$ cat src/rtl/nibble_serial_adder.sv
// nibble_serial_adder: multi-cycle W-bit adder (W = 4*NIBBLES) that processes
// one nibble per clock through a single 4-bit ripple adder, carrying between
// passes in a register. Valid/ready handshake on both sides.
// Optional feature macro: SUB_EN adds the in_sub port (A - B via ~B + 1).

// 4-bit ripple-carry full-adder chain, one full adder per bit.
module nibble_fa4 (
  input  logic [3:0] a,
  input  logic [3:0] b,
  input  logic       ci,
  output logic [3:0] s,
  output logic       co
);
  logic [4:0] c;

  assign c[0] = ci;
  for (genvar i = 0; i < 4; i++) begin : g_bit
    assign s[i]   = a[i] ^ b[i] ^ c[i];
    assign c[i+1] = (a[i] & b[i]) | (c[i] & (a[i] ^ b[i]));
  end
  assign co = c[4];
endmodule

module nibble_serial_adder #(
  parameter int NIBBLES = 4
) (
  input  logic                 clk,
  input  logic                 rst_n,
  input  logic                 in_valid,
  output logic                 in_ready,
  input  logic [4*NIBBLES-1:0] in_a,
  input  logic [4*NIBBLES-1:0] in_b,
`ifdef SUB_EN
  input  logic                 in_sub,
`endif
  output logic                 out_valid,
  input  logic                 out_ready,
  output logic [4*NIBBLES:0]   out_sum
);
  localparam int W  = 4 * NIBBLES;
  localparam int CW = (NIBBLES > 1) ? $clog2(NIBBLES) : 1;

  typedef enum logic [1:0] {IDLE, RUN, DONE} state_t;

  state_t          state;
  logic [W-1:0]    a_r, b_r, acc, acc_nxt;
  logic            carry;
  logic [CW-1:0]   cnt;
  logic [3:0]      nib_s;
  logic            nib_co;
  logic [W-1:0]    b_init;
  logic            c_init;

  // Operand B and initial carry as captured on acceptance; subtract is
  // A + ~B + 1, so the inversion happens once here rather than every pass.
`ifdef SUB_EN
  assign b_init = in_sub ? ~in_b : in_b;
  assign c_init = in_sub;
`else
  assign b_init = in_b;
  assign c_init = 1'b0;
`endif

  nibble_fa4 u_fa (
    .a  (a_r[3:0]),
    .b  (b_r[3:0]),
    .ci (carry),
    .s  (nib_s),
    .co (nib_co)
  );

  // New nibble enters at the MSB side; after NIBBLES passes the first
  // (least significant) nibble has reached bit 0. Written as a shift of the
  // concatenation so NIBBLES=1 needs no special slice.
  assign acc_nxt = W'({nib_s, acc} >> 4);

  // Handshake FSM with registered outputs; out_sum only loads on the final pass.
  always_ff @(posedge clk or negedge rst_n) begin
    if (!rst_n) begin
      state     <= IDLE;
      in_ready  <= 1'b1;
      out_valid <= 1'b0;
      out_sum   <= '0;
      a_r       <= '0;
      b_r       <= '0;
      acc       <= '0;
      carry     <= 1'b0;
      cnt       <= '0;
    end else begin
      case (state)
        IDLE: begin
          if (in_valid) begin
            a_r      <= in_a;
            b_r      <= b_init;
            carry    <= c_init;
            cnt      <= '0;
            in_ready <= 1'b0;
            state    <= RUN;
          end
        end
        RUN: begin
          a_r   <= a_r >> 4;
          b_r   <= b_r >> 4;
          acc   <= acc_nxt;
          carry <= nib_co;
          cnt   <= cnt + 1'b1;
          if (cnt == CW'(NIBBLES - 1)) begin
            out_sum   <= {nib_co, acc_nxt};
            out_valid <= 1'b1;
            state     <= DONE;
          end
        end
        DONE: begin
          if (out_ready) begin
            out_valid <= 1'b0;
            in_ready  <= 1'b1;
            state     <= IDLE;
          end
        end
        default: state <= IDLE;
      endcase
    end
  end
endmodule

$ cat config.mk
export PLATFORM = sky130hd
export DESIGN_NAME = nibble_serial_adder
export DESIGN_NICKNAME = d
export VERILOG_FILES = /design/src/rtl/nibble_serial_adder.sv
export SDC_FILE = /design/constraint.sdc
export NUM_CORES = 1
export LEC_CHECK = 0
export ABC_AREA = 1
export CAP_MARGIN = 25
export CORE_MARGIN = 3
export CORE_UTILIZATION = 46
export CTS_CLUSTER_DIAMETER = 80
export DETAILED_ROUTE_END_ITERATION = 10
export PLACE_DENSITY = 0.72
export SYNTH_ARGS = -nofsm -noshare
export SYNTH_HDL_FRONTEND = slang
export SYNTH_SLANG_ARGS = --single-unit
$ cat constraint.sdc
create_clock -name clk -period 5.8 [get_ports clk]
set_input_delay 0.87 -clock clk [delete_from_list [all_inputs] [get_ports clk]]
set_output_delay 0.87 -clock clk [all_outputs]
set_load 0.02 [all_outputs]
==> flow_results.org, run 1 <==
** Synth
- Number of distinct library cells after synthesis :: 23
- Summed over all instances, the cell type with the most area after synthesis is sky130_fd_sc_hd__dfrtp_1.
- Of the total synthesized cell area, the portion taken by full adders, half adders and majority gates is under 10%.
- Avg Cell Area, Syn :: 8.593 um2
- Fraction of the yosys area taken by sequential cells :: between 50% and 60%
- By count the netlist is led by 107 x sky130_fd_sc_hd__nand2_1, 67 x sky130_fd_sc_hd__dfrtp_1, 65 x sky130_fd_sc_hd__inv_1, 55 x sky130_fd_sc_hd__nand3_1.
- Area fraction in and, or, nand and nor cells after synthesis :: roughly a quarter
- After synthesis the netlist holds a flip-flop and latch count of 68.
- The synthesized netlist occupies a cell area of roughly 0.0032 mm2.
- Of the total synthesized cell area, the portion taken by XOR and XNOR cells is 0%.
- The Yosys step of the flow raised 0 warnings.
- Measured against the total synthesized area, the mux share comes to 0%.
- Synthesis produced a netlist whose cell count is between 300 and 400.
- The top cell type by area accounts for about 52% of the synthesized area.
- Cell with the most instances after synthesis :: sky130_fd_sc_hd__nand2_1
- Post-Syn Nets :: around 420
- Most used flip-flop cell after synthesis :: sky130_fd_sc_hd__dfrtp_1
- Number of enable-type register cells in the synthesized netlist :: 0
- Sorting the synthesized cells by area gives the leading types as sky130_fd_sc_hd__dfrtp_1 52%, sky130_fd_sc_hd__nand2_1 12%, sky130_fd_sc_hd__nand3_1 8.5%.
- Summing the areas of all compound-gate instances in the mapped netlist gives between 7 and 8% of the synthesized area.
- For this run, asynchronously set or reset flops after synthesis account for 100.0%.
- By area, the combinational part of the netlist is dominated by simple AND/OR/NAND/NOR gates.

** Setup path
- In this design, the stage delay of the slowest critical-path cell is just over 1000 ps.
- Worst EP arrival :: about 2900 ps
- R2r startpoint :: state[0]
- The worst setup path is of the reg -> reg kind.
- STA classifies the critical path startpoint as a register.
- Largest driver fanout on the critical path :: between 70 and 80
- The worst register-to-register path ends at cnt[0].
- Slack of the worst reg-to-reg path :: 3120 ps
- Among cell families on the critical path, the largest total delay comes from simple AND/OR/NAND/NOR gates.
- For the worst setup path, the data required time is 5980 ps.
- Cells traversed along the worst timing path :: nand2_4 > nand2_2 > a21oi_1
- Counting both buffers and inverters, the worst setup path holds a total of 0.
- Kind of end point of the critical path :: register
- CP max-delay cell :: sky130_fd_sc_hd__dfrtp_1
- Cell count of the worst reg-to-reg path :: 3

** GRT
- The number of antenna violations at the first check in global routing came to 0.
- Maximum number of pins on one net before global-route repair :: a little under 80
- The via count of the first global-routing pass was 2229.
- Global-route total usage across every layer :: between 15 and 20%
- The first global-routing pass estimated approximately 10000 um of wire.
- For this run the aggregate overflow at the end of global routing stands at 0.

** Clocking
- Hold_buf cts :: 0
- The number of gates resized after CTS was 0.
- Clock tree synthesis inserted a total of 9 buffers.
- Maximum level of the CTS H-tree :: 3
- The longest clock path from root to sink contains 2 buffers.
- Number of clock sinks :: 68
- For the worst-skew pair, the clock arrives at the later sink with an insertion delay of between 300 and 400 ps.
- Root buf cell :: sky130_fd_sc_hd__clkbuf_8
- CTS tree :: built
- Buffers inserted during post-CTS setup optimization :: 0
- Clock input transition at the sequential cells of the worst setup and hold paths :: approximately 70 ps

** Final layout
- Antenna fix cells :: 0
- Share of layout cells above drive strength 1 :: 11.89%
- In the final design database the tool counted ~470 nets.
- Number of fill cells :: 601
- Area added between synthesis and finish :: 22.73%
- Cell area after layout :: around 0.004 mm2

** STA
- Adding up every negative setup slack in the final design gives 0 ps.
- Setup violations remaining at the end of the flow were counted as 0.
- Max Fclk :: between 300 and 400 MHz
- For the pin with the worst max-slew slack, the measured transition is 1048 ps.
- The number of hold violations in the final report came to 0.
- Final critical-path setup slack :: 3116 ps
- The worst path needs between 2000 and 3000 ps of the cycle, external delays included.
- Unrepaired setup endpoints after global routing :: no
- The worst path uses between 40% and 50% of the clock period.
- Headroom to the max-slew limit came out at about 30%.
- The number of max-slew violations in the final report is 0.
- Final hold slack :: around 470 ps
- The clock arrives with approximately 3.8 ps of skew.

** Route
- WL per Instance :: approximately 11 um
- Antenna violation net count after detailed routing :: 0
- Via/cell ratio :: about 4.7
- The first detailed-routing pass ran for 4 iterations.
- The routed layout has approximately 2.5k vias.
- Final wirelength :: roughly 6000 um
- Detailed router's first-iteration violation count :: between 150 and 200
- After detailed routing, the number of remaining DRC violations is 0.

** Placed design
- Post-detail-place hpwl :: 3780 um
- Final weighted congestion in routability-driven placement :: between 0.7 and 0.8
- Count of input and output buffers :: 54
- In this run the cell area measured after placement is 0.003751 mm2.
- Worst slack after detailed placement :: 3100 ps

** Worst hold path
- Critical hold path startpoint :: out_sum[2]
- Tightest Hold Check Type :: reg -> reg
- Hold Crit Endpoint :: out_sum[2]
- Counting instances, the worst hold path has a depth of 2.

** Power and ir drop
- Across the VDD grid, the largest voltage drop is 0.2821 mV.
- For this design the total switching power over the nets is about 910 uW.
- Of the total power, the share spent switching nets is approximately two fifths.
- Relative contribution of the clock network to total power :: approximately a fifth
- Of the total power, registers draw between 30% and 40%.
- PnR Total Power :: between 2 and 2.5 mW
- In this run the static leakage power is 2.054 nW.
- For this design the ratio of total power to cell area is roughly 570 mW/mm2.
- The share of total power dissipated in combinational logic is 42.8%.
- Internal power comes to around 1.3 mW.

** Floorplanning
- The floorplan step set the die width to about 90 um.
- After floorplanning, the core was divided into 29 placement rows.
- The initial utilization of the core area, before any placement, comes to 49.19%.
- Vertical die dimension :: 90.03 um
- Pin placement for this block handled 55 I/O pins.
- The core region is around 0.0066 mm2.
- The die covers 0.008105 mm2.

** Status
- The flow ran to the end, and the final reports show no timing, DRC or antenna violations.

** Run
- Across the run, the number of max-cap violations was 0.
==> worst register-to-register path, cell delays in order, from the launching register on <==
cell and delay [ps]:
sky130_fd_sc_hd__dfrtp_1 1030, sky130_fd_sc_hd__nand2_4 640, sky130_fd_sc_hd__nand2_2 710, sky130_fd_sc_hd__a21oi_1 160
==> per-stage QoR <==
stage | std cells | util, %
after global routing | 522 | 60.36
after CTS | 522 | 60.36
after floorplan | 378 | -
final | 522 | 60.36
after global placement | 506 | 56.80
after detailed placement | 506 | 56.80
==> cells in the final DEF (no fill, tap or decap) <==
cell	instances
sky130_fd_sc_hd__clkinv_2	2
sky130_fd_sc_hd__fa_1	4
sky130_fd_sc_hd__o21ai_2	13
sky130_fd_sc_hd__buf_2	1
sky130_fd_sc_hd__o21ai_0	13
sky130_fd_sc_hd__clkdlybuf4s50_1	53
sky130_fd_sc_hd__nand2_2	13
sky130_fd_sc_hd__nor2_4	1
sky130_fd_sc_hd__dfrtp_1	67
sky130_fd_sc_hd__o22ai_1	1
sky130_fd_sc_hd__ha_1	1
sky130_fd_sc_hd__a21oi_1	1
sky130_fd_sc_hd__buf_4	1
sky130_fd_sc_hd__nor2_2	1
sky130_fd_sc_hd__inv_2	2
sky130_fd_sc_hd__nand3_1	55
sky130_fd_sc_hd__bufinv_16	2
sky130_fd_sc_hd__inv_1	65
sky130_fd_sc_hd__o21ai_1	9
sky130_fd_sc_hd__clkbuf_8	12
sky130_fd_sc_hd__nand2_1	107
sky130_fd_sc_hd__o31ai_1	1
sky130_fd_sc_hd__dfstp_2	1
sky130_fd_sc_hd__nand2_4	2
sky130_fd_sc_hd__nor2_1	1
==> power groups by stage <==
| stage | sequential [mW] | clock, mW | combinational (mW) |
|---|---|---|---|
| global route | 0.874 | 0.472 | 1.11 |
| floorplan | 0.868 | 0 | 0.731 |
| finish | 0.846 | 0.444 | 0.967 |
| CTS | 0.848 | 0.455 | 0.983 |
| detailed placement | 0.854 | 0 | 0.973 |
| global placement | 0.843 | 0 | 0.946 |
==> worst max path at each step <==
| stage | end | from | slack [ps] | depth (start not counted) |
|---|---|---|---|---|
| floorplan | acc[15] | a_r[0] | 3700 | 8 |
| global placement | a_r[6] | in_valid | 3130 | 5 |
| detailed placement | b_r[12] | in_valid | 3100 | 4 |
| CTS | cnt[0] | state[0] | 3110 | 3 |
| global route | a_r[6] | state[0] | 2840 | 4 |
| finish | cnt[0] | state[0] | 3120 | 3 |
==> area by class of cell <==
class                      instances  area, um2  area share (%)
multi-input combinational        223       1137           28.53
clock inverter                     4      70.07           1.758
sequential                        68       1703           42.72
clock buffer                      12      165.2           4.143
timing repair buffer              55      543.0           13.62
tap                               93      116.4           2.919
inverter                          67      251.5           6.309
==> registers in the layout, summed over array words and instances, names as in the netlist, 2 cells and up <==
name / count
out_sum: 17
a_r: 16
b_r: 16
acc: 12
cnt: 2
state: 2
==> cell families (layout without fill, tap and decap cells) <==
group	Yosys count	after routing
simple gates	180	180
fa+ha+maj	5	5
buf+inv	87	138
compound gates	38	38
flops	68	68
==> per-layer routing <==
layer  global-route usage (%)  vias up  part of all wire [%]
met4                    7.653        0                   1.7
met2                    24.46       59                    44
met3                    2.922        9                   4.9
met1                    19.96     1134                    49
met5                        0        -                     0
li1                         -     1250                     -
Power figures use the tool's default switching activity.
==> run 2, diff against run 1 <==
Settings changed: PLACE_DENSITY 0.72 to 0.74.
Clock period 5.8 ns to 2.3 ns, I/O delays scaled along.
==> run 2 against run 1 <==
Against the previous run:
- total power rose to 2.6 times the previous value
- worst setup slack worse by 3000 ps
- clock-buffer cell count unchanged
- final cell count is 0.96% higher
- global-route usage up 0.67 points
- critical path depth increased by 5
- critical path type unchanged
- utilization is 0.80 points higher
==> flow_results.org, run 2 (synthesis gave the netlist of run 1 again) <==
** Floorplanning
- Starting utilization of the core area :: 49.19% (unchanged)
- Vertical die dimension :: 90.03 um (unchanged)
- The die area is 0.008105 mm2 (unchanged).
- The total core area is 0.006604 mm2 (unchanged).
- The number of ports placed on the die boundary was 55 (unchanged).
- The placement row count was 29 (unchanged).
- Die width :: 90.03 um (unchanged)

** Route
- The number of remaining DRC errors came to 0 (unchanged).
- Total number of vias :: 2482 (+1.2%)
- Antenna violation net count after detailed routing :: 0 (unchanged)
- Detailed router's first-iteration violation count :: 149 (-14%)
- The number of detailed-routing iterations run before antenna repair is 5 (+1).
- WL per Instance :: 11.61 um (+1.7%)
- The routed wire length was 6117 um (+2.7%).
- Via/cell ratio :: 4.710 (+0.26%)

** Placed design
- The count of input and output buffers came to 54 (unchanged).
- The HPWL after detailed placement is 4074 um (+7.8%).
- Final weighted congestion in routability-driven placement :: 0.7323 (-0.26%)

** GRT
- The global-route congestion overflow total came to 0 (unchanged).
- The largest net degree at the start of global routing is 69 (-12%).
- The total routing resource utilization after global routing came to 15.98% (+0.67 points).
- The number of antenna violations at the first check in global routing came to 0 (unchanged).
- The via count of the first global-routing pass is 2342 (+5.1%).
- The wire length of the first global-routing pass came to 10650 um (+4.9%).

** Setup path
- The worst setup path is captured at a register.
- The largest driver fanout on the critical path came to 2 (-97%).
- The most critical setup path has its startpoint at a_r[0].
- Critical Path Most Common Cell :: sky130_fd_sc_hd__fa_1
- CP max-delay cell :: sky130_fd_sc_hd__fa_1
- Buffering stage count on the worst path with inverters included :: 3 (+3)
- In this run the critical register-to-register path is launched from a_r[0].
- The arrival time at the worst endpoint came to 2420 ps (-440 ps).
- The biggest cell delay along the critical path is 420 ps (-610 ps).
- Crit Path Category :: reg -> reg
- The endpoint required time on the critical path is 2560 ps (-3420 ps).
- The worst setup path is launched from a register.
- Broken down by cell family, the worst path's largest delay share belongs to adder cells.
- Walking the worst path, the cells encountered are fa_2 > inv_2 > fa_1 > inv_1 > fa_1 > inv_1 > fa_1 > o21ai_2.

** Clocking
- Clock input transition at the sequential cells of the worst setup and hold paths :: 70 ps (about the same)
- The TritonCTS sink count came to 68 (unchanged).
- Root buf cell :: sky130_fd_sc_hd__clkbuf_8
- Latest clock arrival within the worst-skew pair :: 330 ps (about the same)
- TritonCTS built the clock tree.
- The number of buffers created by CTS came to 9 (unchanged).
- The depth of the CTS H-tree was 3 (unchanged).
- Maximum number of buffers from clock root to sink :: 2 (unchanged)

** Final layout
- Most common library cell in the layout ignoring fill and taps :: sky130_fd_sc_hd__nand2_1
- Flip-flop count of the largest register after layout :: 17 (unchanged)
- Antenna fix cells :: 0 (unchanged)
- Storage cell area :: 0.001703 mm2 (unchanged)
- The filler cell count in the final layout was 581 (-3.3%).
- The number of nets in the layout was 470 (+1.1%).
- The largest registers in the layout are out_sum x17, a_r x16, b_r x16.
- The fraction of layout instances using a drive strength above 1 came to 13.36% (+1.5 points).
- Relative to the synthesized area, the layout overhead comes to 24.35%.
- Most used cells in the layout excluding fill and tap cells :: 107 x sky130_fd_sc_hd__nand2_1, 67 x sky130_fd_sc_hd__dfrtp_1, 64 x sky130_fd_sc_hd__inv_1
- The core utilization of the finished layout is 61.16% (+0.80 points).
- Top reg by flops :: out_sum
- The combined area of the multi-input logic cells is 0.001140 mm2 (+0.22%).

** Worst hold path
- Tightest Hold Check Type :: in -> async

** STA
- The fmax came to 461.3 MHz (+24%).
- The tightest slew margin relative to the limit was 59.95% (+30 points).
- The shortest clock period the worst path allows after layout is 2168 ps (-516.2 ps).
- The worst setup skew after layout is 6.253 ps (+2.415 ps).
- The number of hold violations in the final report came to 0 (unchanged).
- Worst-margin pin slew :: 598.6 ps (-449.0 ps)
- Final hold slack :: 26.98 ps (-443.2 ps)
- # setup viols final :: 0 (unchanged)
- Final TNS setup :: 0 ps (unchanged)
- Part of the cycle the worst path needs :: 94.25% (+48 points)
- Unrepaired setup endpoints after global routing :: no
- Number of slew-limit violations in the final report :: 0 (unchanged)

** Run
- The number of violations of the max-capacitance limit was 0 (unchanged).

** Status
- The run finished with clean final reports.

** Power and ir drop
- The power density normalized to cell area is 1431 mW/mm2 (+150%).
- Leak Pwr :: 2.081 nW (+1.3%)
- Maximum vdd drop :: 0.4996 mV (+77%)
- PnR Total Power :: 5.779 mW (+160%)
==> run 2: path summary, 6_finish.rpt <==
path	end	slack [ps]	cells past startpoint
setup / recovery	out_sum[15]	130	8
hold / removal	out_sum[1]	30	2
setup reg to reg	out_sum[15]	130	8
hold reg to reg	out_valid	470	2
max in group asynchronous	in_ready	1950	2
min in group clk	out_valid	470	2
==> run 2: area by class of cell <==
| class | instances | area share (%) |
|---|---|---|
| inverters | 67 | 6.227 |
| multi-input cells | 223 | 28.22 |
| clock buffers | 12 | 4.089 |
| well taps | 93 | 2.881 |
| repair buffers | 60 | 14.68 |
| clock inverters | 4 | 1.735 |
| flip-flops and latches | 68 | 42.16 |
==> run 2: timing repair <==
| action | in CTS | in global routing |
|---|---|---|
| buffers inserted | 0 | 1 |
| endpoints found under the setup margin | 0 | 2 |
| hold buffers | 0 | 0 |
| resized for setup | 0 | 3 |
==> run 2: report_power, final <==
group	internal (mW)	total, mW	leakage (nW)	switching [mW]
clock	0.696	1.13	0.122	0.433
sequential	1.75	2.06	0.849	0.304
combinational	1.01	2.59	1.11	1.59
total	3.46	5.78	2.08	2.32
==> run 2: worst reg2reg max path, stage by stage, from the launching register on <==
cell and delay, ps:
sky130_fd_sc_hd__dfrtp_1 400, sky130_fd_sc_hd__fa_2 400, sky130_fd_sc_hd__inv_2 70, sky130_fd_sc_hd__fa_1 180
sky130_fd_sc_hd__inv_1 60, sky130_fd_sc_hd__fa_1 350, sky130_fd_sc_hd__inv_1 80, sky130_fd_sc_hd__fa_1 420
sky130_fd_sc_hd__o21ai_2 140
==> run 2: metal layers <==
layer	track usage [%]	vias to the layer above	wire (um)
li1	-	1260	-
met1	21.56	1153	2893
met2	24.83	58	2831
met3	2.755	11	258
met4	8.163	0	134
met5	0	-	0
==> run 2: through the flow <==
stage | cell area (um2) | setup WS [ps] | instances
3_5_place_dp | 3794 | 14.76 | 510
3_3_place_gp | 3794 | 158.4 | 510
2_1_floorplan | 3248 | 195.1 | 378
4_1_cts | 4029 | 3.833 | 526
6_report | 4039 | 132.2 | 527
5_1_grt | 4039 | 60.32 | 527
